==> src/rtl/if_fetch_stage.sv <==
// Instruction-fetch stage: owns the PC, runs req/ack fetches and holds one instruction for IF/ID.
// Optional feature macro: IF_MISALIGN_CHK_EN (adds misalign_o and word-aligns redirect targets).
module if_fetch_stage #(
    parameter logic [31:0] RESET_PC = 32'h0000_0000,
    parameter int unsigned PC_INC   = 4
) (
    input  logic        clk_i,
    input  logic        rst_i,
    input  logic        pc_write_i,
    input  logic        ifid_write_i,
    input  logic        redirect_i,
    input  logic [31:0] redirect_addr_i,
    output logic        imem_req_o,
    output logic [31:0] imem_addr_o,
    input  logic        imem_ack_i,
    input  logic [31:0] imem_data_i,
    output logic        valid_o,
    output logic [31:0] address_o,
    output logic [31:0] instr_o,
    output logic [31:0] pc_add4_o
`ifdef IF_MISALIGN_CHK_EN
    ,
    output logic        misalign_o
`endif
);

    localparam logic [31:0] PC_STEP = 32'(PC_INC);

    typedef enum logic [1:0] {
        IDLE  = 2'd0,
        FETCH = 2'd1,
        HOLD  = 2'd2,
        DRAIN = 2'd3
    } state_t;

    state_t      state_r;
    logic [31:0] pc_r;
    logic [31:0] target_s;
    logic [31:0] next_seq_s;

    // Redirect target selection and sequential-PC arithmetic
`ifdef IF_MISALIGN_CHK_EN
    logic misalign_s;

    always_comb begin
        target_s   = {redirect_addr_i[31:2], 2'b00};
        misalign_s = redirect_i && (redirect_addr_i[1:0] != 2'b00);
        next_seq_s = imem_addr_o + PC_STEP;
    end
`else
    always_comb begin
        target_s   = redirect_addr_i;
        next_seq_s = imem_addr_o + PC_STEP;
    end
`endif

    // Fetch FSM with all outputs registered; redirect has priority in every state
    always_ff @(posedge clk_i or negedge rst_i) begin
        if (!rst_i) begin
            state_r     <= IDLE;
            pc_r        <= RESET_PC;
            imem_req_o  <= 1'b0;
            imem_addr_o <= 32'h0000_0000;
            valid_o     <= 1'b0;
            address_o   <= 32'h0000_0000;
            instr_o     <= 32'h0000_0000;
            pc_add4_o   <= 32'h0000_0000;
`ifdef IF_MISALIGN_CHK_EN
            misalign_o  <= 1'b0;
`endif
        end else begin
`ifdef IF_MISALIGN_CHK_EN
            misalign_o <= misalign_s;
`endif
            case (state_r)
                IDLE: begin
                    if (redirect_i) begin
                        pc_r    <= target_s;
                        valid_o <= 1'b0;
                    end else if (pc_write_i) begin
                        imem_req_o  <= 1'b1;
                        imem_addr_o <= pc_r;
                        state_r     <= FETCH;
                    end else begin
                        state_r <= IDLE;
                    end
                end
                FETCH: begin
                    if (redirect_i) begin
                        pc_r    <= target_s;
                        valid_o <= 1'b0;
                        // A request already accepted by memory must complete before refetching
                        if (imem_ack_i) begin
                            imem_req_o <= 1'b0;
                            state_r    <= IDLE;
                        end else begin
                            state_r <= DRAIN;
                        end
                    end else if (imem_ack_i) begin
                        imem_req_o <= 1'b0;
                        instr_o    <= imem_data_i;
                        address_o  <= imem_addr_o;
                        pc_add4_o  <= next_seq_s;
                        pc_r       <= next_seq_s;
                        valid_o    <= 1'b1;
                        state_r    <= HOLD;
                    end else begin
                        state_r <= FETCH;
                    end
                end
                HOLD: begin
                    if (redirect_i) begin
                        pc_r    <= target_s;
                        valid_o <= 1'b0;
                        state_r <= IDLE;
                    end else if (ifid_write_i && pc_write_i) begin
                        valid_o     <= 1'b0;
                        imem_req_o  <= 1'b1;
                        imem_addr_o <= pc_r;
                        state_r     <= FETCH;
                    end else if (ifid_write_i) begin
                        valid_o <= 1'b0;
                        state_r <= IDLE;
                    end else begin
                        state_r <= HOLD;
                    end
                end
                DRAIN: begin
                    if (redirect_i) begin
                        pc_r <= target_s;
                    end else begin
                        pc_r <= pc_r;
                    end
                    if (imem_ack_i) begin
                        imem_req_o <= 1'b0;
                        state_r    <= IDLE;
                    end else begin
                        state_r <= DRAIN;
                    end
                end
                default: begin
                    imem_req_o <= 1'b0;
                    valid_o    <= 1'b0;
                    state_r    <= IDLE;
                end
            endcase
        end
    end

endmodule

==> config.mk <==
export PLATFORM = sky130hd
export DESIGN_NAME = if_fetch_stage
export DESIGN_NICKNAME = d
export VERILOG_FILES = /design/src/rtl/if_fetch_stage.sv
export SDC_FILE = /design/constraint.sdc
export NUM_CORES = 1
export LEC_CHECK = 0
export CAP_MARGIN = 40
export CORE_MARGIN = 2
export CORE_UTILIZATION = 45
export DETAILED_ROUTE_END_ITERATION = 6
export DONT_BUFFER_PORTS = 1
export PLACE_DENSITY = 0.57
export SLEW_MARGIN = 0
export SYNTH_ARGS = -nofsm -noshare
export SYNTH_HDL_FRONTEND = slang
export SYNTH_SLANG_ARGS = --single-unit
==> constraint.sdc <==
create_clock -name clk_i -period 2.4 [get_ports clk_i]
set_clock_uncertainty 0.15 [all_clocks]
set_input_delay 0.72 -clock clk_i [delete_from_list [all_inputs] [get_ports clk_i]]
set_output_delay 0.72 -clock clk_i [all_outputs]
set_load 0.01 [all_outputs]
# Yosys cells after proc, flatten, opt, wreduce, memory -nomap -nowiden
# Cells that the tools add are included.
[word_totals]
regBits = 164
[op_classes]
add_sub_neg = 1
n_eq_ne = 12
n_mux = 31
bitwise = 1
n_reduce_logical = 11
[op_table]
columns = ["op", "n"]
rows = [
  ["2-to-1 mux 32 bit", 7],
  ["one-hot mux 32 bit (2 select lines)", 2],
  ["adder 32 x 3 -> 32 bit (second input constant)", 1],
  ["2-to-1 mux 2 bit", 7],
  ["2-to-1 mux 1 bit", 12],
  ["inequality test 2 bit (second input constant)", 5],
  ["AND reduction 5 bit", 2],
  ["one-hot mux 2 bit (4 select lines)", 1],
  ["one-hot mux 1 bit (3 select lines)", 2],
  ["equality test 2 bit (second input constant)", 2],
  ["inequality test 2 x 1 -> 1 bit (second input constant)", 2],
  ["inequality test 4 bit (second input constant)", 1],
  ["AND reduction 4 bit", 1],
  ["inequality test 3 bit (second input constant)", 1],
  ["AND reduction 3 bit", 1],
  ["nonzero test 3 bit", 1],
  ["OR reduction 3 bit", 1],
  ["equality test 2 x 1 -> 1 bit (second input constant)", 1],
  ["logical NOT 2 bit", 1],
  ["AND reduction 2 bit", 1],
  ["nonzero test 2 bit", 1],
  ["OR reduction 2 bit", 1],
  ["logical AND 1 bit", 1],
  ["NOT 1 bit", 1],
]

# Logic depth before layout (Yosys ltp)
# Gate-level depths: netlist of the first run.
[depth]
depth_word = 4
mapped_depth = 10

# Least setup slack after synthesis of the first run
# OpenSTA, ideal clock, no wires.
[synth_timing]
kind = "input-to-reg"
from = "input port redirect_i"
to = "register pc_r[26]"
setup_ns = 0.090
arrival_time_ns = 2.732
t_required_ns = 2.160
path_slack_ns = -0.572
path_stages = 10
path_cell_list = "clkinv_1 clkbuf_1 clkbuf_1 ha_1 clkbuf_1 and2_1 clkbuf_1 buf_1 a22oi_1 o221ai_1"
[synth_between]
elab_chain_len = 2
[synth_rtl]
columns = ["element", "line", "rtl"]
rows = [
  ["from (decl)", "11", "input logic redirect_i,"],
  ["2-to-1 mux 32 bit (tied with other cells)", "89", "if (redirect_i) begin"],
  ["one-hot mux 32 bit (2 select lines) / AND reduction 2 bit (equally long branches)", "n/a", ""],
  ["to (signal assigned)", "78", "pc_r <= target_s;"],
  ["to (signal assigned)", "90", "pc_r <= target_s;"],
  ["to (signal assigned)", "104", "pc_r <= next_seq_s;"],
  ["to (decl)", "37", "logic [31:0] pc_r;"],
]
# Parallel ways exist; a longest one is shown, timed or not.
# A chain may end at the register's enable or synchronous reset.

# Final worst setup path of the first run
[layout_timing]
from = "register imem_addr_o[6]"
to = "register pc_r[28]"
[layout_between]
elab_chain_len = 4
[layout_rtl]
columns = ["element", "line", "rtl"]
rows = [
  ["from (decl)", "14", "output logic [31:0] imem_addr_o,"],
  ["from (signal assigned)", "82", "imem_addr_o <= pc_r;"],
  ["from (signal assigned)", "119", "imem_addr_o <= pc_r;"],
  ["adder 32 x 3 -> 32 bit", "53", "next_seq_s = imem_addr_o + PC_STEP;"],
  ["2-to-1 mux 32 bit", "99", "end else if (imem_ack_i) begin"],
  ["2-to-1 mux 32 bit", "89", ""],
  ["one-hot mux 32 bit (2 select lines)", "75", "case (state_r)"],
]
# No other way between the ends. The select of a mux whose other input is x is not followed.

==> run summary, run 1 <==
Reg clk slew, reported paths: 0.06 ns
Top_reg_cell synth: dfrtp_1
Post-CTS sizing: 0
Most common cell after layout, fill and taps aside: dfrtp_1
Mean routed wirelength per cell: 20.9 microns
Number of enable flip-flop cells after synthesis: 0
Max clock buf depth: 2
Maximum VDD drop: 0.585 mV
Hold Path Class: primary input to async pin
All-Layer GR Usage: 21.9%
Syn Nets: 732
Initial Util: 46.4%
Crit start category: flop
Yosys warns: 0
Nets: 749
Vias in the first global route: 5351
Total routed wirelength: 18800 microns
Mapped Cells: 653
Tcrit/Tclk final: 89.8%
Slew HR: 47.7%
Worst setup EP type: flop
Fin crit period: 2.16 ns
Max-slew violations: 0
Total power per unit cell area: 1450 nW/um^2
# Max-Cap Violations: 0
Initial antenna violation count: 1
Detailed placement HPWL: 13000 microns
Die area: 17600 sq um
DIE WIDTH: 133 microns
Slowest-stage cell, CP: or4_4
Worst hold slack: -0.159 ns
Final setup fails: 0
Sink Count: 162
Routed wl met3: 1420 microns
Largest net degree at the start of global routing: 163
Met1 wire length: 7830 microns
Routability cong.: 0.810
Site Rows: 46
Top layer in use: met4
Met2 routed WL: 9300 microns
Register-to-register setup slack: 0.24 ns
H-tree depth: 4
CP max stage delay: 0.66 ns
Die height: 133 microns
IO Port Bufs: 0
Commonest non-fill, non-tap cells in the layout: dfrtp_1, mux2_2, nand2_1
Top post-synthesis cells by area: dfrtp_1, mux2_2, o21ai_0
Critical Path RT: 2.54 ns
Synthesized flop and latch total: 162
Clock latency on the worst-skew pair: 0.42 ns
Top Family by Delay on Critical Path: simple AND/OR/NAND/NOR gates
First-pass GRT wire length: 30200 microns
Worst-path cell chain: nand3_2, or4_4, nor4_1, xnor2_1, o221ai_1
Slew @ Worst Pin: 0.784 ns
Vias: 5155
Pleak: 3.57 nW
Worst setup margin: 0.244 ns
Cell Count, Final, Fillers Out: 900
WP buf/inv: 0
Synth async-reset ratio: 100%
Initial DRC Count: 356
Register area share after synthesis: 54.6%
Setup Buffers After CTS: 0
Placed cells: 867
CTS tree: yes
Design area: 8480 sq um
Core Box Area: 16000 sq um
Area of the mapped netlist: 7430 sq um
Pre-CTS setup slack: 0.0996 ns
Setup TNS: 0 ns
CP max FO: 15
Post-synth cell types: 53
Area delta synth->final: 14.1%
Cell accounting for the most synthesized area: dfrtp_1
DRT Pass-1 Iters: 5
Grt ovf: 0
Final Hold Viols: 162
Cts bufs inserted: 17
Share of cells above drive strength 1: 25.9%
Fmax: 464 MHz
Post-synthesis average cell area: 11.4 sq um
Via density per instance: 5.73
Unrepaired setup endpoints after global routing: false
Data arrival, critical path: 2.29 ns
# DRC: 0
Placed Area: 7880 sq um
Ports: 200
ANT nets after route: 0
Outcome: complete, but fails checks
Synth top area share: 54.6%
Root Buffer Master: clkbuf_16
Kind of critical path: flop to flop
Violated checks: negative hold slack
power by group:
| part | total, mW | internal (mW) | leakage [nW] | switching [mW] |
|---|---|---|---|---|
| combinational | 3.97 | 1.92 | 1.34 | 2.04 |
| sequential | 5.60 | 4.10 | 1.93 | 1.50 |
| clock | 2.77 | 1.66 | 0.293 | 1.11 |
| total | 12.3 | 7.69 | 3.57 | 4.65 |
state kept, by name, indices dropped and copies added, names as in the netlist:
name         count
pc_add4_o       30
imem_addr_o     32
pc_r            32
instr_o         32
address_o       32
imem_req_o       1
valid_o          1
state_r          2
metrics by stage:
step / total power, mW / utilization, %
6_report: 12.3 / 53.0
5_1_grt: 13.1 / 53.0
4_1_cts: 12.4 / 53.0
3_5_place_dp: 9.65 / 49.2
3_3_place_gp: 9.45 / 49.2
2_1_floorplan: 8.15 / -
final timing paths:
check / startpoint / cells past startpoint / endpoint
setup / recovery: imem_addr_o[6] / 5 / pc_r[28]
hold / removal: rst_i / 0 / instr_o[0]
max in group asynchronous: rst_i / 0 / address_o[1]
min in group clk_i: imem_data_i[17] / 1 / instr_o[17]
hold reg to reg: pc_r[24] / 1 / imem_addr_o[24]
setup reg to reg: imem_addr_o[6] / 5 / pc_r[28]
cells by family after synthesis:
kind of cell | synth area share (%)
and+or+nand+nor | 11.4
AOI/OAI and AO/OA | 10.7
muxes | 15.3
xor gates and xnor gates | 3.30
DFF | 54.6
adders and majority gates | 1.52
buffers and inverters | 3.25
layout make-up:
cell class / count / area [sq um]
Tap cell: 216 / 270
Antenna cell: 1 / 2.50
Timing Repair Buffer: 40 / 363
Clock buffer: 19 / 443
Multi-Input combinational cell: 440 / 3150
Sequential cell: 162 / 4050
Clock inverter: 13 / 160
Inverter: 9 / 35.0
Fill cell: 1425 / 7520
cell usage after synthesis, types with 4 or more instances:
cell type and count:
nand2b_1 9, ha_1 9, dfrtp_1 162, nor2_1 32, nor3_1 16, nand3b_1 4
nand2_1 69, inv_1 8, o221ai_1 9, nand3_1 16, mux2i_1 8, a211oi_1 7
or3_1 11, clkbuf_1 27, xnor2_1 21, a22oi_1 8, xor2_1 7, o21ai_0 54
a21oi_1 21, mux2_2 94, buf_1 7, buf_4 4, a221o_1 4
per-layer routing:
| metal | vias up | track usage (%) |
|---|---|---|
| met4 | 0 | 6.87 |
| met2 | 171 | 36.0 |
| met3 | 18 | 6.74 |
| met1 | 2618 | 27.9 |
| met5 | - | 0 |
| li1 | 2348 | - |
(Power assumes the default switching activity.)
==> run 2: changes to the inputs <==
Settings changed: CORE_MARGIN 2 to unset.
==> run summary, run 2 (synthesized netlist as in run 1, its figures left out) <==
Layout Utilization: 53.0% (about the same)
Filler instances: 1441 (was 1425)
Initial antenna violation count: 1 (unchanged)
ANT nets after route: 0 (unchanged)
First-pass GRT wire length: 28200 microns (was 30200 microns)
Die area: 17000 sq um (was 17600 sq um)
Slew @ Worst Pin: 0.513 ns (was 0.784 ns)
Sink Count: 162 (unchanged)
Clock latency on the worst-skew pair: 0.42 ns (about the same)
Fmax: 440 MHz (was 464 MHz)
Sw Pwr: 4.59 mW (was 4.65 mW)
Tcrit/Tclk final: 94.6% (was 89.8%)
DRT Pass-1 Iters: 5 (unchanged)
Vias in the first global route: 5202 (was 5351)
Design Power: 12.2 mW (was 12.3 mW)
Final Hold Viols: 162 (unchanged)
Reg-to-reg critical path startpoint: imem_addr_o[14] (was imem_addr_o[6])
DIE WIDTH: 131 microns (was 133 microns)
Max-slew violations: 0 (unchanged)
Logic pwr share: 32.6% (was 32.1%)
Hold Path Class: primary input to async pin (unchanged)
Die height: 131 microns (was 133 microns)
Slowest-stage cell, CP: or4_4 (unchanged)
FF/Latch Area: 4050 sq um (unchanged)
IO Port Bufs: 0 (unchanged)
Share of cells above drive strength 1: 26.9% (was 25.9%)
Sw Share: 37.6% (was 37.7%)
# DRC: 0 (unchanged)
Initial Util: 46.4% (unchanged)
Grt ovf: 0 (unchanged)
Detailed placement HPWL: 13200 microns (was 13000 microns)
Cts bufs inserted: 17 (unchanged)
Outcome: complete, but fails checks (unchanged)
Site Rows: 46 (unchanged)
Most common cell after layout, fill and taps aside: dfrtp_1 (unchanged)
Critical path origin: imem_addr_o[14] (was imem_addr_o[6])
Vias: 5223 (was 5155)
Multi-input logic area: 3150 sq um (unchanged)
Worst setup EP type: flop (unchanged)
Final setup fails: 0 (unchanged)
CP max FO: 9 (was 15)
All-Layer GR Usage: 22.3% (was 21.9%)
Mean routed wirelength per cell: 20.4 microns (was 20.9 microns)
Total routed wirelength: 18600 microns (was 18800 microns)
Maximum VDD drop: 0.607 mV (was 0.585 mV)
Cell Int Power: 7.61 mW (was 7.69 mW)
Max clock buf depth: 2 (unchanged)
Core Box Area: 16000 sq um (unchanged)
Area delta synth->final: 14.2% (was 14.1%)
Ports: 200 (unchanged)
Crit start category: flop (unchanged)
Worst hold slack: -0.152 ns (was -0.159 ns)
CTS tree: yes (unchanged)
Initial DRC Count: 373 (was 356)
Via density per instance: 5.75 (was 5.73)
Register-to-register setup slack: 0.13 ns (was 0.24 ns)
Reg clk slew, reported paths: 0.06 ns (about the same)
Total power per unit cell area: 1440 nW/um^2 (was 1450 nW/um^2)
Routability cong.: 0.895 (was 0.810)
Post-CTS sizing: 0 (unchanged)
Top Family by Delay on Critical Path: simple AND/OR/NAND/NOR gates (unchanged)
Worst-path cell chain: inv_1, or4_4, nor4_1, xnor2_1, o221ai_1 (was nand3_2, or4_4, nor4_1, xnor2_1, o221ai_1)
# Max-Cap Violations: 0 (unchanged)
Root Buffer Master: clkbuf_16 (unchanged)
Clock share of power: 21.5% (was 22.5%)
Fin crit period: 2.27 ns (was 2.16 ns)
H-tree depth: 4 (unchanged)
Commonest non-fill, non-tap cells in the layout: dfrtp_1, mux2_2, nand2_1 (unchanged)
Slew HR: 65.7% (was 47.7%)
Largest net degree at the start of global routing: 163 (unchanged)
Violated checks: negative hold slack (unchanged)
Critical Path RT: 2.53 ns (was 2.54 ns)
Data arrival, critical path: 2.40 ns (was 2.29 ns)
Kind of critical path: flop to flop (unchanged)
Setup Buffers After CTS: 0 (unchanged)
WP buf/inv: 1 (was 0)
Pleak: 3.59 nW (was 3.57 nW)
Nets: 759 (was 749)
CP max stage delay: 0.64 ns (was 0.66 ns)
Flop pwr share: 46.0% (was 45.4%)
Unrepaired setup endpoints after global routing: false (unchanged)
[run 2: final timing paths]
path,endpoint,cells after the start
hold / removal,pc_add4_o[25],0
setup / recovery,pc_r[31],5
max in group asynchronous,imem_addr_o[16],0
hold reg to reg,imem_addr_o[23],2
min in group clk_i,instr_o[6],1
setup reg to reg,pc_r[31],5
[run 2: worst reg2reg max path: stages (launching register included)]
cell and delay (ns):
dfrtp_1 0.40, inv_1 0.08, or4_4 0.64, nor4_1 0.51, xnor2_1 0.22, o221ai_1 0.14
[run 2: layout make-up]
cell class	count	share of cell area (%)
Inverter	9	0.413
Clock inverter	11	1.33
Antenna cell	1	0.0295
Sequential cell	162	47.8
Multi-Input combinational cell	440	37.2
Timing Repair Buffer	50	4.72
Tap cell	216	3.18
Clock buffer	20	5.38
[run 2: power by group through the flow]
stage | registers (mW) | logic [mW] | clock network, mW
after floorplan | 5.51 | 2.64 | 0
final | 5.61 | 3.98 | 2.62
after global routing | 5.80 | 4.39 | 2.78
after detailed placement | 5.67 | 3.99 | 0
after global placement | 5.62 | 3.85 | 0
after CTS | 5.63 | 4.01 | 2.69
[run 2: routing by layer]
metal	track usage, %	routed length (microns)
met1	28.6	7740
met2	36.1	9260
met3	5.90	1220
met4	8.72	358
met5	0	0
[run 2: per-stage QoR]
step / instance area (sq um) / instances / TNS, ns / worst slack, ns
CTS: 8480 / 908 / 0 / 0.128
global route: 8490 / 909 / 0 / 0.0274
detailed placement: 7910 / 877 / 0 / 0.119
floorplan: 7500 / 653 / -0.0937 / -0.0187
global placement: 7910 / 877 / 0 / 0.165
finish: 8490 / 909 / 0 / 0.129
==> run 3: changes to the inputs <==
Clock period 2.4 ns to 2.9 ns, I/O delays scaled along.
==> run summary, run 3 (synthesized netlist as in run 1, its figures left out) <==
Outcome: complete, but fails checks (unchanged)
Violated checks: negative hold slack (unchanged)
Initial antenna violation count: 0 (was 1)
# Max-Cap Violations: 0 (unchanged)
Routability cong.: 0.785 (was 0.895)
Worst setup margin: 0.409 ns (was 0.129 ns)
Vias in the first global route: 5050 (was 5202)
Post-CTS sizing: 0 (unchanged)
Via density per instance: 5.74 (was 5.75)
Initial DRC Count: 348 (was 373)
Pleak: 3.46 nW (was 3.59 nW)
Cell Int Power: 6.25 mW (was 7.61 mW)
Flop pwr share: 47.8% (was 46.0%)
Maximum VDD drop: 0.457 mV (was 0.607 mV)
Fmax: 401 MHz (was 440 MHz)
Vias: 5070 (was 5223)
First-pass GRT wire length: 27900 microns (was 28200 microns)
Data arrival, critical path: 2.62 ns (was 2.40 ns)
Nets: 733 (was 759)
Logic pwr share: 29.1% (was 32.6%)
Hold Path Class: primary input to async pin (unchanged)
Pre-CTS setup slack: 0.319 ns (was 0.119 ns)
Area delta synth->final: 12.0% (was 14.2%)
Max-slew violations: 0 (unchanged)
Most common cell after layout, fill and taps aside: dfrtp_1 (unchanged)
Die height: 131 microns (unchanged)
DIE WIDTH: 131 microns (unchanged)
IO Port Bufs: 0 (unchanged)
Ports: 200 (unchanged)
Commonest non-fill, non-tap cells in the layout: dfrtp_1, mux2_2, nand2_1 (unchanged)
Tcrit/Tclk final: 85.9% (was 94.6%)
All-Layer GR Usage: 21.7% (was 22.3%)
Die area: 17000 sq um (unchanged)
Total power per unit cell area: 1200 nW/um^2 (was 1440 nW/um^2)
Core Box Area: 16000 sq um (unchanged)
CTS tree: yes (unchanged)
Crit start category: flop (unchanged)
H-tree depth: 4 (unchanged)
Largest net degree at the start of global routing: 163 (unchanged)
Max clock buf depth: 2 (unchanged)
Final Hold Viols: 35 (was 162)
Worst setup EP type: flop (unchanged)
Reg clk slew, reported paths: 0.06 ns (about the same)
Cts bufs inserted: 17 (unchanged)
Sw Share: 37.6% (about the same)
Grt ovf: 0 (unchanged)
Detailed placement HPWL: 12600 microns (was 13200 microns)
Setup TNS: 0 ns (unchanged)
Clock latency on the worst-skew pair: 0.42 ns (about the same)
Final setup fails: 0 (unchanged)
Layout Utilization: 52.0% (was 53.0%)
Site Rows: 46 (unchanged)
CP max FO: 15 (was 9)
Setup Buffers After CTS: 0 (unchanged)
Slew @ Worst Pin: 0.780 ns (was 0.513 ns)
Kind of critical path: flop to flop (unchanged)
# DRC: 0 (unchanged)
Unrepaired setup endpoints after global routing: false (unchanged)
Share of cells above drive strength 1: 23.5% (was 26.9%)
Sink Count: 162 (unchanged)
Initial Util: 46.4% (unchanged)
Slew HR: 48.0% (was 65.7%)
ANT nets after route: 0 (unchanged)
Mean routed wirelength per cell: 20.6 microns (was 20.4 microns)
Worst hold slack: -0.00648 ns (was -0.152 ns)
Root Buffer Master: clkbuf_16 (unchanged)
Total routed wirelength: 18200 microns (was 18600 microns)
Critical Path RT: 3.03 ns (was 2.53 ns)
Clock share of power: 23.1% (was 21.5%)
Fin crit period: 2.49 ns (was 2.27 ns)
DRT Pass-1 Iters: 6 (was 5)
Sw Pwr: 3.76 mW (was 4.59 mW)
## run 3: power groups by stage
stage,logic (mW),clock network (mW),registers [mW]
2_1_floorplan,2.16,0,4.56
4_1_cts,2.95,2.36,4.80
3_5_place_dp,2.94,0,4.83
3_3_place_gp,2.83,0,4.79
6_report,2.92,2.31,4.79
5_1_grt,3.22,2.46,4.97
## run 3: worst paths after layout
check,depth (start not counted),slack [ns],endpoint,start
worst min-delay path,0,-0.006,instr_o[22],rst_i
worst max register to register,5,0.41,pc_r[31],imem_addr_o[6]
min in group clk_i,1,0.35,imem_addr_o[18],pc_r[18]
worst min register to register,1,0.35,imem_addr_o[18],pc_r[18]
worst max-delay path,5,0.41,pc_r[31],imem_addr_o[6]
max in group asynchronous,0,2.44,imem_addr_o[31],rst_i
## run 3: cell type report
type	count	area (sq um)
well taps	216	270
inverters	9	33.8
repair buffers	24	205
clock buffers	20	437
clock inverters	10	161
multi-input cells	440	3150
diodes	2	5.00
flip-flops and latches	162	4050
fillers	1443	7680
## run 3: critical path: stages, from the launching register on
cell      delay, ns
dfrtp_1        0.50
nand3_2        0.21
or4_4          0.69
nor4_1         0.46
xnor2_1        0.20
o221ai_1       0.14
## run 3: per-layer routing
layer / vias up / GRT usage [%] / share of wire [%]
li1: 2334 / - / -
met1: 2529 / 29.3 / 45
met2: 185 / 33.1 / 46
met3: 22 / 5.99 / 7.5
met4: 0 / 8.72 / 1.8
met5: - / 0 / 0
## run 3: stage by stage
step / power [mW] / instance area (sq um) / hold WS, ns / cells
6_report: 10.0 / 8320 / -0.00648 / 883
5_1_grt: 10.6 / 8320 / -0.0336 / 881
4_1_cts: 10.1 / 8320 / -0.0252 / 881
3_5_place_dp: 7.76 / 7720 / 0.341 / 851
3_3_place_gp: 7.62 / 7710 / 0.338 / 850
2_1_floorplan: 6.72 / 7440 / 0.321 / 653
==> RTL change: new RTL, flow settings as in run 2 <==
Make the reset (`rst_i`) synchronous in one clocked block.
--- a/src/rtl/if_fetch_stage.sv
+++ b/src/rtl/if_fetch_stage.sv
@@ -56,5 +56,5 @@
 
     // Fetch FSM with all outputs registered; redirect has priority in every state
-    always_ff @(posedge clk_i or negedge rst_i) begin
+    always_ff @(posedge clk_i) begin
         if (!rst_i) begin
             state_r     <= IDLE;
Check against the original RTL: differs if rst_i is asserted again (counterexample within 4 cycles, from zero or initial values and one cycle with rst_i low); with rst_i held inactive, the same outputs for 4 cycles.
==> RTL change against run 2 <==
  * Synthesized area decreased by 11%
  * Sequential cell count unchanged
  * Count of clock-buffer cells in the layout increased by 2
  * Via count increased by 12%
  * Wire length rose by 2.8%
  * Cell area shrank 10%
  * Worst setup slack improved by 0.046 ns
  * Critical path type unchanged
  * Critical path depth increased by 1
Power is not compared: it rests on default switching activity, and its combinational part moved more than twofold at a synthesized area within 25%.
==> RTL change: results <==
[outcome]
outcome = finished clean

[drt]
met2WireLength_mm = 9.17
dr_wl_met3_mm = 1.49
wl_mm = 19.1

[synth]
synth_xor_area_frac = 0.0305
async_flop_share = 0
synthAdderAreaFrac = 0.0171
synth-seq-area-share = 0.491
synth_area_leaders = dfxtp_1, nand2_1, a21oi_1, clkbuf_1, o221ai_1
synth_ff_type = dfxtp_1
synth_top_cells_by_count = nand2_1, dfxtp_1, a21oi_1
synth.area.mux_share = 0.00322
synth.distinct_cells = 46

[min_path]
hp-class = in -> reg

[placed_design]
hpwlAfterDp_mm = 13.5
dpl-instance-area_mm2 = 0.00699
pre_cts_slack_ns = 0.143

[worst_setup_path]
crit_path_start = state_r[1]
crit_arrival_ns = 2.42
worst_r2r_path_depth = 6
r2r_slack_ns = 0.18
endpoint = pc_r[21]
critPathMaxStageDelay_ns = 0.67

[global_route]
grt_pass1_wl_mm = 28.4
first_global_vias = 5381

[timing]
worst_slew_pin_slew_ns = 0.835
## RTL change: cell count changes after synthesis, sizes merged, moves of 8 or more
cell    before  now
a21oi       21  141
o21ai       56   30
nand2       69  214
xor2         7   16
clkbuf      28   54
dfrtp      162    0
o221ai       9   18
xnor2       21    7
dfxtp        0  162
nand4        3   11
mux2        94    1
## RTL change: layout make-up
cell class                      instances  area share
Clock buffer                           22      0.0623
Clock inverter                          9      0.0199
Antenna cell                            1    0.000329
Multi-Input combinational cell        582       0.404
Tap cell                              180      0.0296
Inverter                               10     0.00526
Timing Repair Buffer                   47      0.0529
Sequential cell                       162       0.426
## RTL change: critical path: cells and delay by family (launching register included)
family | cells | cell delay (ns)
compound gates | 3 | 1.01
buf+inv | 2 | 0.31
fa+ha+maj | 1 | 0.30
flops | 1 | 0.38
## RTL change: where the power goes
| part | switching, mW | internal, mW |
|---|---|---|
| Clock | 1.05 | 1.82 |
| Sequential | 0.0957 | 2.80 |
| Combinational | 0.308 | 0.176 |
